## config.mk

```make
export PLATFORM = sky130hd
export DESIGN_NAME = serial_adder
export DESIGN_NICKNAME = d
export VERILOG_FILES = /design/src/rtl/serial_adder.sv
export SDC_FILE = /design/constraint.sdc
export NUM_CORES = 1
export LEC_CHECK = 0
export ABC_AREA = 1
export CELL_PAD_IN_SITES_DETAIL_PLACEMENT = 1
export CELL_PAD_IN_SITES_GLOBAL_PLACEMENT = 2
export CORE_MARGIN = 4
export CORE_UTILIZATION = 33
export CTS_CLUSTER_DIAMETER = 120
export DETAILED_ROUTE_END_ITERATION = 16
export GPL_TIMING_DRIVEN = 1
export MAX_ROUTING_LAYER = met4
export PLACE_DENSITY_LB_ADDON = 0.3
export SETUP_SLACK_MARGIN = 0.4
export SLEW_MARGIN = 20
export SYNTH_ARGS = -nofsm -noshare
export SYNTH_HDL_FRONTEND = slang
export SYNTH_SLANG_ARGS = --single-unit
```

## constraint.sdc

```tcl
create_clock -name clk -period 3.65 [get_ports clk]
set_input_delay 0.73 -clock clk [delete_from_list [all_inputs] [get_ports clk]]
set_output_delay 0.73 -clock clk [all_outputs]
set_load 0.02 [all_outputs]
```

## src/rtl/serial_adder.sv

```systemverilog
// Bit-serial WIDTH-bit adder: operands shift LSB-first through one full-adder
// cell with a carry flip-flop; the registered result updates once per operation.
module serial_adder #(
  parameter int WIDTH = 8
) (
  input  logic             clk,
  input  logic             rst_n,
  input  logic             start,
  input  logic [WIDTH-1:0] a,
  input  logic [WIDTH-1:0] b,
  input  logic             cin,
  output logic             busy,
  output logic             done,
  output logic [WIDTH-1:0] sum,
  output logic             cout
);

  localparam int CNT_W = $clog2(WIDTH);

  typedef enum logic [1:0] {IDLE, SHIFT, DONE} state_t;

  state_t             state, state_nxt;
  logic [WIDTH-1:0]   a_sr, b_sr, ps;
  logic               carry;
  logic [CNT_W-1:0]   cnt;
  logic               s_bit, c_nxt, last, load;

  function automatic logic fa_sum(input logic x, input logic y, input logic c);
    return x ^ y ^ c;
  endfunction

  function automatic logic fa_carry(input logic x, input logic y, input logic c);
    return (x & y) | (x & c) | (y & c);
  endfunction

  always_comb begin
    s_bit = fa_sum(a_sr[0], b_sr[0], carry);
    c_nxt = fa_carry(a_sr[0], b_sr[0], carry);
    last  = (cnt == CNT_W'(WIDTH - 1));
  end

  always_comb begin
    state_nxt = state;
    load      = 1'b0;
    case (state)
      IDLE: begin
        if (start) begin
          load      = 1'b1;
          state_nxt = SHIFT;
        end
      end
      SHIFT: begin
        if (last) state_nxt = DONE;
      end
      DONE: begin
        if (start) begin
          load      = 1'b1;
          state_nxt = SHIFT;
        end else begin
          state_nxt = IDLE;
        end
      end
      default: state_nxt = IDLE;
    endcase
  end

  always_ff @(posedge clk or negedge rst_n) begin
    if (!rst_n) state <= IDLE;
    else        state <= state_nxt;
  end

  // Bit-serial datapath; sum/cout only move on the final shift edge.
  always_ff @(posedge clk or negedge rst_n) begin
    if (!rst_n) begin
      a_sr  <= '0;
      b_sr  <= '0;
      ps    <= '0;
      carry <= 1'b0;
      cnt   <= '0;
      sum   <= '0;
      cout  <= 1'b0;
    end else if (load) begin
      a_sr  <= a;
      b_sr  <= b;
      carry <= cin;
      cnt   <= '0;
    end else if (state == SHIFT) begin
      a_sr  <= a_sr >> 1;
      b_sr  <= b_sr >> 1;
      carry <= c_nxt;
      ps    <= {s_bit, ps[WIDTH-1:1]};
      cnt   <= cnt + 1'b1;
      if (last) begin
        sum  <= {s_bit, ps[WIDTH-1:1]};
        cout <= c_nxt;
      end
    end
  end

  assign busy = (state == SHIFT);
  assign done = (state == DONE);

endmodule

```

==> metrics.csv <==
stage,metric,value,unit
hold_path,min_path_type,register to register,
place,dp_cells,308,
routing,dr.pass1.iters,4,
place,post-place-ws,1.31,ns
setup_path,cp-start-kind,register,
global_routing,grt.overflow.total,0,
setup_path,r2r_cells,4,
floorplan,die_y,82.2,µm
logic_synthesis,synth.distinct_cells,19,
finish,drive_gt1_share,7.32,%
finish,fill_cells,653,
clock_tree,cts_inserted_buffers,5,
place,gp_congestion,0.704,
power,pwr-share-comb,41.1,%
floorplan,initial_core_util,34.9,%
logic_synthesis,synth_fp_nets,241,
timing,clock-skew-final,0.0130,ns
logic_synthesis,synth_top_family_by_area,simple AND/OR/NAND/NOR gates,
setup_path,regToRegStartpoint,state[0]$_DFFE_PN0P_,
clock_tree,cts_buffer_depth,2,
global_routing,grtUsageTotal,15.3,%
setup_path,crit_chain,"inv_6, nor2_4, clkdlybuf4s50_1",
logic_synthesis,synthMuxAreaShare,0,%
clock_tree,cts_hold_buf,0,
routing,ant_nets,0,
routing,drt-vias-per-instance,4.55,
routing,drc,0,
routing,wl_per_cell,13.4,µm
setup_path,required,2.92,ns
power,pwr_density_cell,892,nW/µm²
setup_path,cp_slowest_stage_delay,0.74,ns
power,power,2.01,mW
power,internal-power,1.22,mW
timing,relSlewSlack,41.8,%
power,leakagePower,1.15,nW
clock_tree,cts.sinks,38,
clock_tree,post_cts_buffers,0,
hold_path,min_from,ps[5]$_DFFE_PN0P_,
place,port_buffers,30,
timing,hold_viol,0,
setup_path,cp-end-kind,output port,
clock_tree,cts_tree,built,
finish,syn2layout_area_growth,24.2,%
setup_path,path_class,register to output port,
hold_path,worstHoldEndpoint,sum[4]$_DFFE_PN0P_,
setup_path,rrSetupSlack,1.91,ns
logic_synthesis,synth-seq-area-share,52.4,%
timing,fmax,382,MHz
finish,antenna_cells,0,
timing,fin_tns_setup,0,ns
setup_path,cp.buffers_inverters,2,
finish,multi_input_comb_area,699,µm²
timing,min_period_over_period,71.6,%
setup_path,critPathTopFamily,flip-flops,
finish,fin_cells,316,
floorplan,top_level_ports,31,
setup_path,cp.depth,3,
timing,rsz0062_at_grt,false,
power,power.share.switching,39.3,%
routing,wl,4220,µm
timing,min_period,2.62,ns
power,power_switching,0.790,mW
finish,fin_area,2250,µm²
global_routing,grt_pass1_vias,1574,
global_routing,grt_pass1_wl,7500,µm
routing,vias,1438,
power,p_clk_share,21.6,%
flow_run,max_cap_viol_count,0,
clock_tree,path_clk_slew,0.09,ns
logic_synthesis,synth_simple_gate_area_share,33.6,%
setup_path,rr_endpoint,sum[1]$_DFFE_PN0P_,
clock_tree,cts_resized,0,
clock_tree,htree_num_levels,2,
logic_synthesis,synth_fa_ha_area_share,2.48,%
timing,worstMarginPinSlew,0.874,ns
logic_synthesis,yosys.area_share.xor_xnor,0,%
finish,ff_latch_area,951,µm²
timing,drv_slew,0,
place,hpwl,2800,µm
power,peakVddDrop,0.000319,V
logic_synthesis,syn-instance-count,218,
finish,mostFrequentLayoutCells,"85 x nand2_1, 38 x dfrtp_1, 29 x clkdlybuf4s50_1, 27 x nand3_1, 17 x inv_1",
status,outcome,finished clean,
timing,finalSetupViolCount,0,
clock_tree,cts_root_buffer,clkbuf_8,
logic_synthesis,synth_compound_area_share,2.48,%
setup_path,cp.arrival,1.89,ns
logic_synthesis,ys_seq_elements,38,
global_routing,grt_start_max_net_pins,39,
global_routing,antenna_found_initial,0,
routing,drt_iter0_markers,108,
power,p_seq_share,37.3,%
setup_path,crit_path_max_fanout,16,
logic_synthesis,syn-cell-area,1820,µm²
finish,layout_commonest_cell,nand2_1,
place,placed_cell_area,2120,µm²
floorplan,die_area,6750,µm²
logic_synthesis,yosys_warnings,0,
finish,layout.nets,268,
logic_synthesis,avgSynthCellArea,8.33,µm²
timing,worst_slack,1.03,ns
setup_path,cp_slowest_cell,dfrtp_1,
floorplan,row_count,26,
hold_path,hold_depth,2,
clock_tree,insertion_delay,0.29,ns
floorplan,dieWidth,82.2,µm
floorplan,core,5200,µm²
## worst max-delay path by stage
stage,from,endpoint,slack (ns)
after global placement,state[0]$_DFFE_PN0P_,busy,1.32
after detailed placement,start,a_sr[5]$_DFFE_PN0P_,1.31
after global routing,state[0]$_DFFE_PN0P_,busy,0.86
after floorplan,state[0]$_DFFE_PN0P_,done,1.97
after CTS,state[0]$_DFFE_PN0P_,busy,1.00
final,state[0]$_DFFE_PN0P_,busy,1.03
## per-stage QoR
stage | hold slack (ns) | util, %
2_1_floorplan | 0.434 | -
3_3_place_gp | 0.452 | 40.7
3_5_place_dp | 0.456 | 40.7
4_1_cts | 0.476 | 43.3
5_1_grt | 0.503 | 43.3
6_report | 0.471 | 43.3
## layout make-up
class	count	area share, %
tap	70	3.88
inverter	19	3.39
clock inverter	3	3.05
timing repair buffer	31	13.4
multi-input combinational	150	31.0
sequential	38	42.2
clock buffer	5	3.05
## power groups by stage
stage | Combinational (mW) | Sequential (mW) | Clock (mW)
2_1_floorplan | 0.595 | 0.763 | 0
3_3_place_gp | 0.815 | 0.750 | 0
3_5_place_dp | 0.838 | 0.756 | 0
4_1_cts | 0.851 | 0.753 | 0.443
5_1_grt | 0.959 | 0.787 | 0.465
6_report | 0.826 | 0.750 | 0.435
## per-layer routing
layer	wire length (µm)	track usage (%)
met5	0	-
met1	1910	18.6
met2	2060	25.0
met4	66	4.32
met3	180	4.56
## state kept, by name, summed over array words and instances (netlist names)
signal / flops
sum: 8
a_sr: 8
state: 2
carry: 1
b_sr: 8
ps: 7
cout: 1
cnt: 3
## synthesized netlist by cell type (all sizes together)
cell | count | area (µm²)
a21oi | 1 | 5.00
buf | 11 | 88.8
dfrtp | 38 | 951
fa | 1 | 20.0
ha | 2 | 25.0
inv | 19 | 76.3
nand2 | 88 | 348
nand3 | 27 | 135
nand3b | 6 | 45.0
nor2 | 17 | 81.3
o21ai | 8 | 40.0
## logic make-up after synthesis
kind of cell / count (synthesis)
AND/OR/NAND/NOR: 138
adder cells (fa/ha/maj): 3
AO/OA/AOI/OAI: 9
flip-flops: 38
buffers and inverters: 30
## worst reg2reg max path, cell delays in order (launching register included)
cell and delay, ns:
dfrtp_1 0.74, nand2_2 0.43, nor2_4 0.35, nand2_1 0.10, nand2_1 0.07
(Power assumes the default switching activity.)
